File: src/rtl/muldiv_unit.sv
// rtl/muldiv_unit.sv - iterative 32-bit multiply/divide unit with architectural HI/LO registers
module muldiv_unit #(
  parameter int data_width = 32
) (
  input  logic                  clk,
  input  logic                  rst,
  input  logic [data_width-1:0] operand1,
  input  logic [data_width-1:0] operand2,
  input  logic [1:0]            opSel,
  input  logic                  start,
  input  logic                  hi_we,
  input  logic                  lo_we,
  input  logic [data_width-1:0] wdata,
  output logic                  busy,
  output logic                  done,
  output logic [data_width-1:0] hi,
  output logic [data_width-1:0] lo
);

  localparam int dw = data_width;
  localparam int cw = $clog2(dw);
  localparam logic [cw-1:0] last_cnt = cw'(dw - 1);

  typedef enum logic [1:0] {
    s_idle   = 2'd0,
    s_run    = 2'd1,
    s_finish = 2'd2
  } state_t;

  state_t state_q, state_d;

  logic [cw-1:0]   cnt;
  logic            is_div;     // latched opSel[1]
  logic            neg_res;    // product / quotient must be negated
  logic            neg_rem;    // remainder takes the dividend's sign
  logic            div_zero;   // divisor was zero at start
  logic [dw-1:0]   raw_a;      // operand1 as issued, returned in HI on divide by zero
  logic [dw-1:0]   mag_a;      // multiplicand / dividend magnitude
  logic [dw-1:0]   mag_b;      // multiplier / divisor magnitude
  // Multiply: {partial product, remaining multiplier bits}.
  // Divide: low half holds dividend bits shifting out and quotient bits shifting in.
  logic [2*dw-1:0] acc;
  logic [dw:0]     rem;        // partial remainder for restoring division

  logic [dw-1:0]   hi_q, lo_q;
  logic            done_q;

  logic            accept;
  logic            a_neg, b_neg;
  logic [dw-1:0]   a_mag_in, b_mag_in;

  logic [dw:0]     mul_sum;
  logic [2*dw-1:0] mul_next;
  logic [dw:0]     div_shift;
  logic [dw:0]     div_diff;
  logic            div_ok;
  logic [dw:0]     rem_next;
  logic [dw-1:0]   quot_next;

  logic [2*dw-1:0] prod_fix;
  logic [dw-1:0]   quot_fix;
  logic [dw-1:0]   rem_fix;
  logic [dw-1:0]   res_hi, res_lo;

  assign accept = (state_q == s_idle) && start;

  // Operand sign handling: opSel[0]=0 selects the signed flavours.
  always_comb begin
    a_neg    = ~opSel[0] & operand1[dw-1];
    b_neg    = ~opSel[0] & operand2[dw-1];
    a_mag_in = a_neg ? (~operand1 + 1'b1) : operand1;
    b_mag_in = b_neg ? (~operand2 + 1'b1) : operand2;
  end

  // One radix-2 iteration of shift-add multiply and of restoring divide.
  always_comb begin
    mul_sum   = {1'b0, acc[2*dw-1:dw]} + (acc[0] ? {1'b0, mag_a} : {(dw+1){1'b0}});
    mul_next  = {mul_sum, acc[dw-1:1]};
    div_shift = {rem[dw-1:0], acc[dw-1]};
    div_diff  = div_shift - {1'b0, mag_b};
    div_ok    = ~div_diff[dw];
    rem_next  = div_ok ? div_diff : div_shift;
    quot_next = {acc[dw-2:0], div_ok};
  end

  // Sign fix-up and final HI/LO selection, including the divide-by-zero override.
  always_comb begin
    prod_fix = neg_res ? (~acc + 1'b1) : acc;
    quot_fix = neg_res ? (~acc[dw-1:0] + 1'b1) : acc[dw-1:0];
    rem_fix  = neg_rem ? (~rem[dw-1:0] + 1'b1) : rem[dw-1:0];
    if (!is_div) begin
      res_hi = prod_fix[2*dw-1:dw];
      res_lo = prod_fix[dw-1:0];
    end else if (div_zero) begin
      res_hi = raw_a;
      res_lo = {dw{1'b1}};
    end else begin
      res_hi = rem_fix;
      res_lo = quot_fix;
    end
  end

  // State register.
  always_ff @(posedge clk or posedge rst) begin
    if (rst) state_q <= s_idle;
    else     state_q <= state_d;
  end

  // Next-state logic: IDLE -> RUN on start, 32 RUN edges, one FINISH edge.
  always_comb begin
    state_d = state_q;
    case (state_q)
      s_idle:   if (start) state_d = s_run;
      s_run:    if (cnt == last_cnt) state_d = s_finish;
      s_finish: state_d = s_idle;
      default:  state_d = s_idle;
    endcase
  end

  // Operand latch at start and one iteration per RUN edge.
  always_ff @(posedge clk or posedge rst) begin
    if (rst) begin
      cnt      <= '0;
      is_div   <= 1'b0;
      neg_res  <= 1'b0;
      neg_rem  <= 1'b0;
      div_zero <= 1'b0;
      raw_a    <= '0;
      mag_a    <= '0;
      mag_b    <= '0;
      acc      <= '0;
      rem      <= '0;
    end else if (accept) begin
      cnt      <= '0;
      is_div   <= opSel[1];
      neg_res  <= a_neg ^ b_neg;
      neg_rem  <= a_neg;
      div_zero <= (operand2 == '0);
      raw_a    <= operand1;
      mag_a    <= a_mag_in;
      mag_b    <= b_mag_in;
      acc      <= {{dw{1'b0}}, (opSel[1] ? a_mag_in : b_mag_in)};
      rem      <= '0;
    end else if (state_q == s_run) begin
      cnt <= cnt + 1'b1;
      if (is_div) begin
        acc <= {acc[2*dw-1:dw], quot_next};
        rem <= rem_next;
      end else begin
        acc <= mul_next;
      end
    end
  end

  // HI/LO: result on the FINISH edge, MTHI/MTLO only in IDLE when no start.
  always_ff @(posedge clk or posedge rst) begin
    if (rst) begin
      hi_q <= '0;
      lo_q <= '0;
    end else if (state_q == s_finish) begin
      hi_q <= res_hi;
      lo_q <= res_lo;
    end else if ((state_q == s_idle) && !start) begin
      if (hi_we) hi_q <= wdata;
      if (lo_we) lo_q <= wdata;
    end
  end

  // Completion pulse in the first cycle the new HI/LO are visible.
  always_ff @(posedge clk or posedge rst) begin
    if (rst) done_q <= 1'b0;
    else     done_q <= (state_q == s_finish);
  end

  assign busy = (state_q != s_idle);
  assign done = done_q;
  assign hi   = hi_q;
  assign lo   = lo_q;

endmodule

File: config.mk
export PLATFORM = sky130hd
export DESIGN_NAME = muldiv_unit
export DESIGN_NICKNAME = d
export VERILOG_FILES = /design/src/rtl/muldiv_unit.sv
export SDC_FILE = /design/constraint.sdc
export NUM_CORES = 1
export LEC_CHECK = 0
export CORE_MARGIN = 4
export CORE_UTILIZATION = 53
export CTS_CLUSTER_DIAMETER = 200
export DETAILED_ROUTE_END_ITERATION = 10
export GPL_TIMING_DRIVEN = 0
export PLACE_DENSITY = 0.77
export SLEW_MARGIN = 20
export SYNTH_ARGS = -nofsm -noshare
export SYNTH_HDL_FRONTEND = slang
export SYNTH_SLANG_ARGS = --single-unit
File: constraint.sdc
create_clock -name clk -period 9.3 [get_ports clk]
set_input_delay 1.86 -clock clk [delete_from_list [all_inputs] [get_ports clk]]
set_output_delay 1.86 -clock clk [all_outputs]
set_load 0.01 [all_outputs]
# ---- Yosys cells after proc, flatten, opt, wreduce, memory -nomap -nowiden
# Cells that the tools add are included.
dict set report word_totals {
  register_bits 268
  latch_bits 0
  mem_bits_rw 0
  mem_bits_ro 0
  inputBits 103
  output_inout_bits 66
  elab_cells 84
  n_memories 0
}
dict set report classes {
  n_addsub 8
  n_mul 0
  n_div 0
  order_cmp 0
  eq_ne 6
  shifts 0
  n_mux 29
  bitwise_logic 10
  n_reduce_logical 16
}
# op n
set op_table {}
lappend op_table {{2-to-1 mux 32 bit} 20}
lappend op_table {{2-to-1 mux 64 bit} 4}
lappend op_table {{adder 32 x 1 -> 32 bit (second input constant)} 4}
lappend op_table {{NOT 32 bit} 4}
lappend op_table {{adder 64 x 1 -> 64 bit (second input constant)} 1}
lappend op_table {{NOT 64 bit} 1}
lappend op_table {{adder 32 x 32 -> 33 bit} 1}
lappend op_table {{subtractor 33 x 32 -> 33 bit} 1}
lappend op_table {{logical NOT 32 bit} 1}
lappend op_table {{nonzero test 2 bit} 6}
lappend op_table {{2-to-1 mux 5 bit} 2}
lappend op_table {{AND reduction 2 bit} 5}
lappend op_table {{adder 5 x 1 -> 5 bit (second input constant)} 1}
lappend op_table {{== test 5 bit (second input constant)} 1}
lappend op_table {{2-to-1 mux 2 bit} 2}
lappend op_table {{!= test 2 bit (second input constant)} 2}
lappend op_table {{case mux 2 bit (2 select lines)} 1}
lappend op_table {{bitwise AND 1 bit} 2}
lappend op_table {{== test 2 x 1 -> 1 bit (second input constant)} 1}
lappend op_table {{== test 2 bit (second input constant)} 1}
lappend op_table {{logical AND 1 bit} 2}
lappend op_table {{logical NOT 2 bit} 1}
lappend op_table {{!= test 2 x 1 -> 1 bit (second input constant)} 1}
lappend op_table {{NOT 1 bit} 2}
lappend op_table {{other kinds (2)} 2}

# ---- Logic depth before layout (Yosys ltp)
# Gate-level depths: netlist of the first run.
dict set report depth {
  ltp_word 6
  mapped_depth 15
  depth_no_buf 14
}

# ---- Worst setup path after synthesis of the first run
# No wires, ideal clock.
dict set report synth_timing {
  kind {input -> register}
  startpoint {input port operand2[5]}
  endpoint {register acc[30]}
  setup_time_ns 0.133
  arrival_time_ns 3.998
  required_time_ns 9.167
  slack_ns 5.169
  cell_stages 10
  path_buffers 0
  cell_sequence {or3_1 -> or2_2 -> nor3_1 -> and3b_1 -> nand2_1 -> o41ai_1 -> xor2_1 -> mux2i_1 -> nand2_1 -> o21ai_0}
}
dict set report synth_between {
  elab_chain_cells 5
}
# item line
set synth_lines {}
lappend synth_lines {{start, declared} 8} ;# input logic [data_width-1:0] operand2,
lappend synth_lines {{NOT 32 bit} 72} ;# b_mag_in = b_neg ? (~operand2 + 1'b1) : operand2;
lappend synth_lines {{adder 32 x 1 -> 32 bit} 72}
lappend synth_lines {{2-to-1 mux 32 bit} 72}
lappend synth_lines {{2-to-1 mux 32 bit} 142} ;# acc <= {{dw{1'b0}}, (opSel[1] ? a_mag_in : b_mag_in)};
lappend synth_lines {{2-to-1 mux 64 bit} 133} ;# end else if (accept) begin
lappend synth_lines {{end signal, assigned} 142}
lappend synth_lines {{end signal, assigned} 147} ;# acc <= {acc[2*dw-1:dw], quot_next};
lappend synth_lines {{end signal, assigned} 150} ;# acc <= mul_next;
lappend synth_lines {{end, declared} 42} ;# logic [2*dw-1:0] acc;
# No other way between the ends.
# A chain may end at the register's enable or synchronous reset.

# ---- Worst setup path after layout of the first run
dict set report layout_timing {
  startpoint {register acc[31]}
  endpoint {register rem[29]}
}
dict set report layout_between {
  elab_chain_cells 5
}
# item line
set layout_lines {}
lappend layout_lines {{subtractor 33 x 32 -> 33 bit} 80} ;# div_diff = div_shift - {1'b0, mag_b};
lappend layout_lines {{2-to-1 mux 32 bit} 82} ;# rem_next = div_ok ? div_diff : div_shift;
lappend layout_lines {{2-to-1 mux 32 bit} 146} ;# if (is_div) begin
lappend layout_lines {{2-to-1 mux 32 bit} 144} ;# end else if (state_q == s_run) begin
lappend layout_lines {{2-to-1 mux 32 bit} 133}
lappend layout_lines {{end signal, assigned} 148} ;# rem <= rem_next;
lappend layout_lines {{end, declared} 43} ;# logic [dw:0] rem;
# No other way between the ends. The select of a mux whose other input is x is not followed.

==> results by stage, run 1 <==
Detailed routing:
- The detailed-route wire length is between 60000 and 70000 um.
- The via count is 18400.
- The total iterations of the first detailed-routing run is 7.
- The number of nets with antenna violations after detailed routing is 0.
- The detailed-routed wire length on met3 is 6410 um.
- The detailed router put a total of about 27000 um of wire on met1.
- The routed via count divided by cell count is 6.26.
- The routed design uses 31300 um of met2 wire.
- After detailed routing, the number of remaining DRC violations is 0.
- The detailed router used layers up to and including met4.
- The detailed router's first-iteration violation count is ~1900.
- After detailed routing, the average wire length per cell comes to around 24 um.

Global routing:
- Summed over all layers, the global routing overflow is 0.
- The via count of the first global-routing pass is between 15000 and 20000.
- The pin count of the biggest net entering global routing is ~110.
- The number of antenna violations at the first check in global routing is 2.
- The global-route usage over all layers is 0.352.
- The first-pass GRT wire length is between 100000 and 150000 um.

Die:
- In this run the core area contains slightly below 70 standard-cell rows.
- The core region is between 30000 and 40000 um2.
- The effective utilization at floorplan is 0.539.
- The I/O pin total is around 170.
- From left edge to right edge, the die measures between 150 and 200 um.
- The die outline area is around 38000 um2.
- The die is ~200 um tall.

Clocking:
- Counting the buffers created by CTS gives 34.
- Clock-pin slew was measured on the worst setup and hold paths at around 60 ps.
- Clock latency on the worst-skew pair, taken at its later pin, is between 500 and 600 ps.
- The number of buffers inserted to repair setup after CTS is 0.
- The maximum number of buffers from clock root to sink is 3.
- Clock tree synthesis found a total of roughly 270 sinks.
- The tree is rooted in a clkbuf_16.
- TritonCTS built the clock tree.
- The post-CTS resize count is 0.
- The H-tree was split into 2 levels.
- The hold-fix buffer count after cts is 0.

Setup path:
- The cell that appears most often on the critical path is o21ai_0.
- The critical path is of the reg -> reg type.
- The critical path goes through inv_1, ha_1, fa_1, nand2b_1, a21oi_1, o21ai_0, a2111oi_0, o21ai_0, o21a_1, o311ai_1, buf_2, clkbuf_1, nand4_1, o211ai_1.
- The launch instance of the worst register-to-register path is acc[31]$_DFFE_PP0P_.
- For this design, the slowest cell found on the critical path is a2111oi_0.
- Across all register-to-register paths, the minimum setup slack is a little over 3000 ps.
- The number of cells on the worst reg-to-reg path is 14.
- The arrival time reported for the critical path endpoint is 6630 ps.
- The kind of start point of the critical path is a flip-flop.
- STA classifies the critical path endpoint as a flip-flop.
- In this run the critical register-to-register path is captured at rem[29]$_DFFE_PP0P_.
- Data on the critical path is required at its endpoint by ~9700 ps.
- The largest single stage delay on the critical path is about 830 ps.
- The maximum fanout count along the critical path is 10.

Worst hold path:
- The path category of the worst min-delay check is reg -> reg.
- The startpoint of the worst hold path is mag_a[5]$_DFFE_PP0P_.
- The hold path depth is 2.
- The worst-case hold path end point is mag_a[5]$_DFFE_PP0P_.

Place:
- Routability-driven placement finished with a final weighted congestion of ~1.1.
- The HPWL reported at the end of detailed placement is approximately 56000 um.
- In this run the tool buffered the top-level ports with between 150 and 200 buffer cells.
- The placed cell area is 20900 um2.

Synth:
- The sequential area share after synthesis is 0.359.
- Yosys printed 0 warnings.
- The count of state elements after synthesis is 267.
- The primary flip-flop cell chosen by synthesis mapping is dfrtp_1.
- In this run the cell area of the synthesized design comes to between 15000 and 20000 um2.
- Counting flops with a built-in enable in the synthesized netlist gives 0.
- The post-synthesis net count is 2427.
- The mean area per synthesized cell is 8.26 um2.
- The proportion of register bits with asynchronous set or reset after synthesis is 1.00.
- In the synthesized netlist, the number of instances is about 2300.
- Counting distinct cell types in the post-synthesis netlist gives roughly 70.

Power:
- In this run the power density over the cells is 373 nW/um2.
- VDD sags by at most about 190 uV.
- The leakage power is around 0.009 uW.

Timing:
- Setup repair after global routing left no endpoint under its margin.
- The final hold violation count is 0.
- The ratio of final minimum period to clock period is 0.668.
- For the final database, setup skew stands at 23.3 ps.
- In this run the tightest slew margin relative to its limit is 0.272.
- The worst path needs roughly 6200 ps of the cycle, external delays included.
- Setup violations remaining at the end of the flow were counted as 0.
- The fmax is 161 MHz.
- The final max-slew violation count is 0.
- At the pin with the least slew margin, the transition time is about 1100 ps.

Run status:
- The flow ran to the end, and the final reports show no timing, DRC or antenna violations.

Layout:
- The count of fill cells added during filler insertion is about 3000.
- Of the cells placed in the final design, the portion with a size suffix greater than 1 is 0.0355.
- The area growth from synthesis to layout is 18.2%.
- The final layout net count is about 2600.
- The core utilization of the finished layout is 0.637.
- The cell area after layout is ~22000 um2.

Flow run:
- The tool flagged a number of max-cap violations equal to 0.
stage by stage:
stage          std cells  setup WS [ps]  power (uW)  hold WS (ps)  TNS [ps]
3_3_place_gp        2874          -3230        6680           456   -848630
3_5_place_dp        2876           3300        6810           461         0
2_1_floorplan       2252           86.4        5280           438         0
5_1_grt             2933           2850        8780           496         0
4_1_cts             2933           3160        8120           476         0
6_report            2934           3090        8210           472         0
flip-flops by register name (all words and copies together), names as in the netlist:
register / cells
acc: 64
cnt: 5
div_zero: 1
done: 1
hi: 32
is_div: 1
lo: 32
mag_a: 31
mag_b: 32
neg_rem: 1
neg_res: 1
raw_a: 32
rem: 32
state_q: 2
layout by cell type (no fill, tap or decap), types with 20 or more instances in the layout:
master           instances
nor3_1                  23
or3_1                   21
xor2_1                 122
xnor2_1                 77
o21ai_0                252
ha_1                    70
and2_1                  35
clkbuf_1               127
clkbuf_16               35
nand2_1                434
mux2i_1                 91
nand2b_1                28
a32oi_1                 32
nor2_1                 111
dfrtp_1                267
clkdlybuf4s50_1        167
a211oi_1                20
nand3_1                 20
a21o_1                  24
inv_1                   68
o31ai_1                 44
a21oi_1                127
o211ai_1                38
logic make-up after synthesis:
| logic type | synth area share |
|---|---|
| AND/OR/NAND/NOR | 0.184 |
| AO/OA/AOI/OAI | 0.216 |
| flip-flops | 0.359 |
| buffers and inverters | 0.0439 |
| XOR/XNOR | 0.0937 |
| multiplexers | 0.0538 |
| adder cells (fa/ha/maj) | 0.0492 |
worst max-delay path, delay by kind of cell (launching register included):
family,cells,cell delay [ps]
compound gates,7,2940
fa+ha+maj,2,680
buf+inv,3,1390
flops,1,620
simple gates,2,480
area by class of cell:
class | instances | area, um2 | share of cell area
Clock buffer | 49 | 1010 | 0.0459
Antenna cell | 1 | 2.50 | 0.000114
Tap cell | 455 | 569 | 0.0259
Inverter | 70 | 270 | 0.0123
Multi-Input combinational cell | 1770 | 11100 | 0.505
Buffer | 145 | 554 | 0.0252
Timing Repair Buffer | 169 | 1730 | 0.0785
Clock inverter | 8 | 77.6 | 0.00353
Sequential cell | 267 | 6680 | 0.304
synth_stat cells (10+ instances only):
library cell    n  share of area
clkbuf_1      121          0.024
a211oi_1       20         0.0081
a31oi_1        14         0.0047
o21a_1         13         0.0052
a21oi_1       127          0.034
inv_1          69          0.014
or4_1          16         0.0065
nor2b_1        13         0.0044
nor3_1         23         0.0062
xor2_1        122          0.057
a32oi_1        32          0.015
nand2_1       434          0.088
ha_1           70          0.047
xnor2_1        77          0.036
o31ai_1        44          0.018
dfrtp_1       267           0.36
buf_1          16         0.0032
a21o_1         24         0.0097
o21ai_0       252          0.068
a221oi_1       16         0.0075
nand2b_1       28         0.0094
nor2_1        111          0.022
and2_1         35          0.012
mux2i_1        91          0.049
o41ai_1        17         0.0080
or3_1          21         0.0071
nor4_1         10         0.0034
nand4_1        10         0.0034
o211ai_1       38          0.015
nand3_1        20         0.0054
worst max path at each step:
stage,from,endpoint
final,acc[31]$_DFFE_PP0P_,rem[29]$_DFFE_PP0P_
after global routing,acc[31]$_DFFE_PP0P_,rem[26]$_DFFE_PP0P_
after CTS,acc[31]$_DFFE_PP0P_,rem[30]$_DFFE_PP0P_
after detailed placement,acc[31]$_DFFE_PP0P_,rem[30]$_DFFE_PP0P_
after global placement,rst,lo[22]$_DFFE_PP0P_
after floorplan,rst,acc[0]$_DFFE_PP0P_
routing by layer:
metal,global-route usage,up-vias
met2,0.568,986
met1,0.461,8811
met4,0.176,0
met3,0.0573,200
met5,0,-
li1,-,8373
where the power goes:
group          switching [uW]  leakage, uW  internal (uW)  total (uW)
registers                 561      0.00330           1720        2280
logic                    2720      0.00545           1910        4630
clock network             517     0.000531            779        1300
Note: power is estimated with default switching activity, not from simulation.
==> run 2: changes to the inputs <==
Clock period 9.3 ns to 5.5 ns, I/O delays scaled along.
==> run 2 against run 1 <==
Clock power is 73% higher. Critical endpoint is now rem[30]$_DFFE_PP0P_. Core utilization is 0.47 points higher. Sequential cell count stayed put. Worst setup slack worse by 3100 ps. Die area stayed put. Global-route usage is 0.12 points lower. Sequential share of layout area is 0.22 points lower.
==> results by stage, run 2 (same netlist as run 1, synthesis figures left out) <==
Setup path:
- The most critical setup path has its endpoint at rem[30]$_DFFE_PP0P_.
- The cell depth of the worst setup path is 13 (-1).
- The cell family with the largest share of critical-path delay is compound AO/OA/AOI/OAI gates.
- The worst setup path is launched from a flip-flop.
- The delay of the slowest cell on the worst path is 820 ps (about the same).
- The register-to-register setup slack came to 20 ps (-3070 ps).
- The critical-path cell with the highest stage delay is a2111oi_0.
- The worst reg2reg path depth was 13 (-1).
- The maximum fanout count along the critical path is 19 (+9).
- The capture point of the worst reg-to-reg path is rem[30]$_DFFE_PP0P_.
- The most numerous cell on the critical path is o21ai_0.
- The arrival time reported for the critical path endpoint is 5910 ps (-720 ps).
- The number of buffer and inverter stages on the critical path was 2 (-1).
- The timing startpoint of the critical path is acc[31]$_DFFE_PP0P_.
- Walking the worst path, the cells encountered are inv_1, ha_1, fa_1, nand2b_1, a21oi_1, o21ai_0, a2111oi_0, o21ai_0, o21a_1, o311ai_2, buf_2, o21ai_0, o21ai_0.
- STA classifies the critical path endpoint as a flip-flop.
- The launch instance of the worst register-to-register path is acc[31]$_DFFE_PP0P_.
- The type of the worst setup path is reg -> reg.
- The required time at the worst-slack endpoint was 5920 ps (-3800 ps).

Detailed routing:
- The via count was 18400 (+0.13%).
- The remaining routing DRC violations is 0 (unchanged).
- The routed wire length per instance is 23.7 um (-0.11%).
- The number of nets with antenna violations after detailed routing was 0 (unchanged).
- The detailed-route wire length is 69600 um (about the same).
- The detailed router's first-iteration violation count is 1806 (-4.6%).
- The routed via count divided by cell count is 6.26 (about the same).
- The total iterations of the first detailed-routing run is 6 (-1).

Timing:
- The final hold violation count is 0 (unchanged).
- The worst clock skew on the final layout is 13.3 ps (-10.1 ps).
- The worst-case headroom to the max-slew limit is 0.352 (+0.0794).
- The minimum setup slack in the final design is 16.6 ps (-3070 ps).
- Setup repair after global routing left no endpoint under its margin.
- The actual transition at the worst max-transition pin is 959 ps (-117 ps).
- The final setup TNS is 0 ps (unchanged).
- The fmax is 182 MHz (+13%).
- The final setup violation count was 0 (unchanged).
- The ratio of final minimum period to clock period came to 0.997 (+0.329).
- The time the final worst path needs with I/O delays and setup was 5480 ps (-727 ps).
- The final max-slew violation count is 0 (unchanged).

Layout:
- The count of antenna diodes in the layout is 0 (-1).
- The core utilization of the finished layout is 0.641 (+0.00474).
- The count of fill cells added during filler insertion is 3032 (-0.23%).
- The fraction of final layout cells with drive strength greater than 1 is 0.0390 (+0.00352).
- The register with the most flip-flops in the final layout is acc.
- The area of the multi-input gates is 11100 um2 (about the same).
- The flip-flop count of the largest register, all copies and words added came to 64 (unchanged).
- The sequential cell area is 6680 um2 (unchanged).
- The cell area after layout came to 22200 um2 (+0.75%).
- The final layout net count came to 2638 (+0.23%).
- The area added between synthesis and finish is 19.1%.
- The most common library cell in the layout ignoring fill and taps is nand2_1.
- In the layout the commonest cells are nand2_1, dfrtp_1, o21ai_0.
- The post-route non-filler standard cell count is 2940 (+0.20%).

Place:
- The last weighted congestion value of the routability-driven placer is 1.05 (-1.5%).
- The HPWL reported at the end of detailed placement was 56000 um (+0.75%).
- The placed cell area is 21000 um2 (+0.65%).
- The count of buffers inserted at the top-level ports is 167 (unchanged).
- The instance count after placement with tap cells included is 2883 (+0.24%).
- The worst slack after detailed placement is -708 ps (-4010 ps).

Power:
- The leakage power is 0.00935 uW (+0.85%).
- The switching part of the total power is 0.461 (-0.00165).
- The switching power was 6450 uW (+70%).
- The clock power share is 0.161 (+0.003).
- The combinational group share of total power is 0.563 (about the same).
- The maximum VDD drop is 430 uV (+120%).
- The areal power density over the cells is 631 nW/um2 (+69%).
- The cell-internal power is 7530 uW (+71%).
- The power share of the sequential group is 0.276 (-0.002).

Clocking:
- The clock insertion delay at the later pin of the skew report is 510 ps (about the same).
- The buffer type at the clock tree root is clkbuf_16.
- The total clock buffers created by CTS came to 34 (unchanged).
- The clock edge transition at the registers on the reported setup and hold paths is 60 ps (about the same).
- The hold-fix buffer count after cts was 0 (unchanged).
- The post-CTS resize count is 1 (+1).
- The H-tree depth reported by CTS is 2 (unchanged).
- TritonCTS built the clock tree.
- The clock net sink count is 267 (unchanged).
- The number of buffers inserted to repair setup after CTS is 0 (unchanged).
- The maximum number of buffers from clock root to sink is 3 (unchanged).

Global routing:
- The total overflow reported by the global router is 0 (unchanged).
- The number of antenna violations at the first check in global routing came to 0 (-2).
- The first-pass GRT wire length is 104000 um (about the same).
- The via count of the first global-routing pass is 17500 (-0.32%).
- The global-route usage over all layers is 0.351 (-0.00124).
- The pin count of the biggest net entering global routing is 34 (-69%).

Die:
- The height of the die is 195 um (unchanged).
- The standard cell core area is 34500 um2 (unchanged).
- The die outline area was 38200 um2 (unchanged).
- The effective utilization at floorplan is 0.539 (unchanged).
- The I/O pin total is 169 (unchanged).
- The floorplan die width is 195 um (unchanged).
- The number of placement rows is 68 (unchanged).

Flow run:
- The number of max-cap violations came to 0 (unchanged).

Worst hold path:
- The path category of the worst min-delay check is reg -> reg.

Run status:
- The run finished with clean final reports.
-- run 2: layout make-up --
class / instances / area share
Clock inverter: 12 / 0.00655
Clock buffer: 46 / 0.0437
Sequential cell: 267 / 0.302
Inverter: 70 / 0.0120
Buffer: 144 / 0.0248
Multi-Input combinational cell: 1770 / 0.501
Timing Repair Buffer: 176 / 0.0843
Tap cell: 455 / 0.0257
-- run 2: worst min-delay path: cells and delay by family, from the launching register on --
family | cells | cell delay [ps]
DFF | 1 | 340
and+or+nand+nor | 2 | 100
-- run 2: metal layers --
metal / global-route usage / routed length, um / up-vias
li1: - / - / 8387
met1: 0.461 / 28100 / 8860
met5: 0 / 0 / -
met4: 0.173 / 4240 / 0
met3: 0.0523 / 5280 / 198
met2: 0.570 / 32000 / 948
-- run 2: power by group through the flow --
stage               clock network (uW)  logic [uW]  registers (uW)
finish                            2250        7870            3860
global route                      2330        8610            3960
CTS                               2260        7730            3820
global placement                     0        7490            3810
detailed placement                   0        7690            3840
floorplan                            0        5300            3630
-- run 2: metrics by stage --
| step | hold slack [ps] | total power [uW] |
|---|---|---|
| floorplan | 438 | 8930 |
| global placement | 454 | 11300 |
| detailed placement | 463 | 11500 |
| CTS | 474 | 13800 |
| global route | 495 | 14900 |
| finish | 473 | 14000 |
-- run 2: worst min path at each step --
stage | from | endpoint | slack [ps] | depth (start not counted)
after floorplan | mag_a[12]$_DFFE_PP0P_ | mag_a[12]$_DFFE_PP0P_ | 440 | 2
after global placement | mag_a[29]$_DFFE_PP0P_ | mag_a[29]$_DFFE_PP0P_ | 450 | 2
after detailed placement | raw_a[20]$_DFFE_PP0P_ | raw_a[20]$_DFFE_PP0P_ | 460 | 2
after CTS | raw_a[20]$_DFFE_PP0P_ | raw_a[20]$_DFFE_PP0P_ | 470 | 2
after global routing | mag_a[22]$_DFFE_PP0P_ | mag_a[22]$_DFFE_PP0P_ | 500 | 2
final | mag_a[12]$_DFFE_PP0P_ | mag_a[12]$_DFFE_PP0P_ | 470 | 2
==> run 3: changes to the inputs <==
Settings changed: ABC_AREA set to 1, CORE_UTILIZATION 53 to 55, PLACE_DENSITY 0.77 to 0.79.
==> run 3 against run 2 <==
Maximum frequency grew 61%. Die area grew 14%. Via count rose by 39%. Synthesized cell count grew 62%. Global-route usage increased by 6.2 points. Sequential cell count unchanged. Sequential share of layout area down 4.5 points. Hold slack better by 12 ps. Final cell count grew 51%. Register-to-register slack better by 2400 ps. Non-clock buffer count down 27. Combinational power rose by 39%.
==> results by stage, run 3 <==
Die:
- The number of placement rows came to 73 (+7.4%).
- The I/O pin total came to 169 (unchanged).
- The die outline area is 43600 um2 (+14%).
- The height of the die came to 209 um (+6.9%).
- The standard cell core area was 39800 um2 (+15%).
- The floorplan die width is 209 um (+6.9%).
- The effective utilization at floorplan came to 0.557 (+0.0184).

Layout:
- The top cell types in the final layout, fill and taps aside, are nand2_1, inv_1, nor2_1.
- The area added between synthesis and finish is 17.3%.
- The register bank with the most flops is acc.
- The library cell used most frequently in the layout, excluding fill and tap cells, is nand2_1.
- The final layout net count is 4048 (+53%).
- The flip-flop count of the largest register, all copies and words added is 64 (unchanged).
- The count of antenna diodes in the layout is 0 (unchanged).
- The fraction of final layout cells with drive strength greater than 1 came to 0.0433 (+0.00430).

Global routing:
- The pin count of the biggest net entering global routing came to 36 (+5.9%).
- The first-pass GRT wire length is 139000 um (+34%).
- The total overflow reported by the global router is 0 (unchanged).
- The via count of the first global-routing pass is 23800 (+36%).
- The global-route usage over all layers is 0.413 (+0.0617).
- The number of antenna violations at the first check in global routing is 1 (+1).

Synth:
- The mean area per synthesized cell is 6.06 um2 (-27%).
- The number of warnings issued by yosys is 0 (unchanged).
- The share of the synthesized area in the top cell type is 0.301 (-0.0579).
- In the synthesized netlist, the cells that appear most often are nand2_1, inv_1, nor2_1, nand3_1, dfrtp_1.
- The proportion of register bits with asynchronous set or reset after synthesis is 1.00 (unchanged).
- The number of instances in the synthesized netlist is 3659 (+62%).
- For this run, the leading register cell type out of synthesis is dfrtp_1.
- Yosys attributes the largest share of cell area to dfrtp_1, nand2_1, inv_1.
- The library cell occupying the most area in the post-synthesis netlist is dfrtp_1.
- The number of enable flip-flop cells after synthesis is 0 (unchanged).
- The library cell with the highest instance count after synthesis is nand2_1.
- The number of distinct library cell variants in the gate-level netlist after synthesis came to 49 (-32%).
- The post-synthesis net count was 3834 (+58%).
- The count of state elements after synthesis is 267 (unchanged).
- The mapped cell area is 22200 um2 (+19%).
- The sequential area share after synthesis is 0.301 (-0.0579).

Setup path:
- Walking the worst path, the cells encountered are clkdlybuf4s50_1, inv_1, ha_1, nand3_1, nor2_2, nand3b_1, nand2_1, xor2_1, nand2_1, o211ai_1, nand2_1, inv_1.
- Among all stages on the critical path, the largest delay is contributed by clkdlybuf4s50_1.
- The arrival time reported for the critical path endpoint was 3910 ps (-2000 ps).
- The kind of start point of the critical path is a primary input.
- The cell family with the largest share of critical-path delay is simple AND/OR/NAND/NOR gates.
- The worst setup path is captured at a flip-flop.
- The number of buffer and inverter stages on the critical path is 3 (+1).
- The type of the worst setup path is in -> reg.
- The delay of the slowest cell on the worst path was 610 ps (-210 ps).
- The most numerous cell on the critical path is nand2_1.
- The required time at the worst-slack endpoint was 6000 ps (+80 ps).
- The maximum fanout count along the critical path was 6 (-13).

Timing:
- The final setup TNS was 0 ps (unchanged).
- The time the final worst path needs with I/O delays and setup was 3410 ps (-2080 ps).
- The worst clock skew on the final layout came to 23.4 ps (+10.1 ps).
- Setup repair after global routing left no endpoint under its margin.
- The actual transition at the worst max-transition pin was 999 ps (+40.1 ps).
- The final hold violation count was 0 (unchanged).
- The worst-case headroom to the max-slew limit is 0.332 (-0.0202).
- The final max-slew violation count is 0 (unchanged).
- The final setup violation count is 0 (unchanged).
- The ratio of final minimum period to clock period is 0.619 (-0.378).
- The worst hold slack was 485 ps (+12.0 ps).
- The fmax was 294 MHz (+61%).

Detailed routing:
- The routed wire length per instance was 21.1 um (-11%).
- The via count is 25600 (+39%).
- The detailed router's first-iteration violation count is 2930 (+62%).
- The remaining routing DRC violations is 0 (unchanged).
- The total iterations of the first detailed-routing run came to 6 (unchanged).
- The detailed-route wire length was 93400 um (+34%).
- The routed via count divided by cell count is 5.79 (-7.5%).
- The number of nets with antenna violations after detailed routing is 0 (unchanged).

Clocking:
- The H-tree depth reported by CTS came to 2 (unchanged).
- The clock net sink count was 267 (unchanged).
- The number of buffers inserted to repair setup after CTS is 0 (unchanged).
- The clock insertion delay at the later pin of the skew report came to 560 ps (+50 ps).
- The hold-fix buffer count after cts is 0 (unchanged).
- TritonCTS built the clock tree.
- The post-CTS resize count is 0 (-1).
- The buffer type at the clock tree root is clkbuf_16.
- The maximum number of buffers from clock root to sink came to 3 (unchanged).
- The total clock buffers created by CTS came to 35 (+2.9%).
- The clock edge transition at the registers on the reported setup and hold paths came to 60 ps (about the same).

Power:
- The power share of the sequential group was 0.230 (-0.046).
- The total chip power is 17500 uW (+25%).
- The switching power is 9260 uW (+44%).
- The maximum VDD drop is 461 uV (+7.2%).
- The areal power density over the cells came to 672 nW/um2 (+6.5%).
- The cell-internal power came to 8230 uW (+9.3%).
- The leakage power is 0.0136 uW (+45%).
- The clock power share is 0.149 (-0.012).
- The combinational group share of total power is 0.621 (+0.058).
- The switching part of the total power is 0.529 (+0.0680).

Run status:
- The flow ran to the end, and the final reports show no timing, DRC or antenna violations.

Flow run:
- The number of max-cap violations is 0 (unchanged).

Worst hold path:
- The path class of the tightest hold or removal check is reg -> reg.

Place:
- The last weighted congestion value of the routability-driven placer is 1.08 (+3.0%).
- The HPWL reported at the end of detailed placement is 76400 um (+36%).
- The count of buffers inserted at the top-level ports is 168 (+0.60%).
## run 3: cell count changes after synthesis, moves of 49 or more
cell and change:
inv_1 +425, nor2_1 +247, mux2i_1 -91, nand3_1 +332
xor2_1 -74, nand2_1 +837, xnor2_1 -65, clkbuf_1 -49
## run 3: routing by layer
layer	vias up	GRT usage	share of wire
li1	12100	-	-
met1	11700	0.507	0.37
met2	1441	0.639	0.43
met3	347	0.0859	0.099
met4	0	0.310	0.094
met5	-	0	0
## run 3: worst register-to-register path: cells and delay by family, from the launching register on
kind | cells | cell delay, ps
and+or+nand+nor | 13 | 1230
adders and majority gates | 2 | 740
buffers and inverters | 3 | 550
DFF | 1 | 450
## run 3: cells by family after synthesis
| logic type | Yosys count | synth area share |
|---|---|---|
| flops | 267 | 0.301 |
| fa+ha+maj | 72 | 0.0413 |
| buf+inv | 638 | 0.110 |
| simple gates | 2114 | 0.393 |
| xor+xnor | 60 | 0.0237 |
| compound gates | 508 | 0.130 |
## run 3: cell type report
type / instances / area [um2]
fillers: 3861 / 13800
multi-input cells: 2754 / 13100
flip-flops and latches: 267 / 6680
inverters: 522 / 1960
repair buffers: 177 / 1880
clock buffers: 50 / 1050
well taps: 525 / 657
plain buffers: 116 / 488
clock inverters: 14 / 249
## run 3: stage by stage
stage	setup WS [ps]	area, um2	util	instances
after floorplan	875	22200	-	3659
after global placement	-1140	24500	0.616	4352
after detailed placement	1670	24700	0.621	4361
after CTS	2240	26000	0.654	4425
after global routing	2100	26000	0.654	4425
final	2090	26000	0.654	4425
## run 3: path summary, 6_finish.rpt
| path | start | to | slack [ps] | cells past startpoint |
|---|---|---|---|---|
| worst max-delay path | operand1[0] | acc[16]$_DFFE_PP0P_ | 2090 | 12 |
| worst min-delay path | mag_a[28]$_DFFE_PP0P_ | mag_a[28]$_DFFE_PP0P_ | 490 | 2 |
| worst max register to register | acc[31]$_DFFE_PP0P_ | rem[26]$_DFFE_PP0P_ | 2420 | 18 |
| worst min register to register | mag_a[28]$_DFFE_PP0P_ | mag_a[28]$_DFFE_PP0P_ | 490 | 2 |
| max in group asynchronous | rst | mag_b[19]$_DFFE_PP0P_ | 3280 | 6 |
| min in group asynchronous | rst | acc[60]$_DFFE_PP0P_ | 970 | 2 |
## run 3: power groups by stage
stage | registers [uW] | logic, uW | clock network (uW)
after floorplan | 3630 | 7300 | 0
after global placement | 3970 | 10400 | 0
after detailed placement | 3980 | 10500 | 0
after CTS | 3960 | 10600 | 2590
after global routing | 4090 | 12000 | 2680
final | 4030 | 10900 | 2600
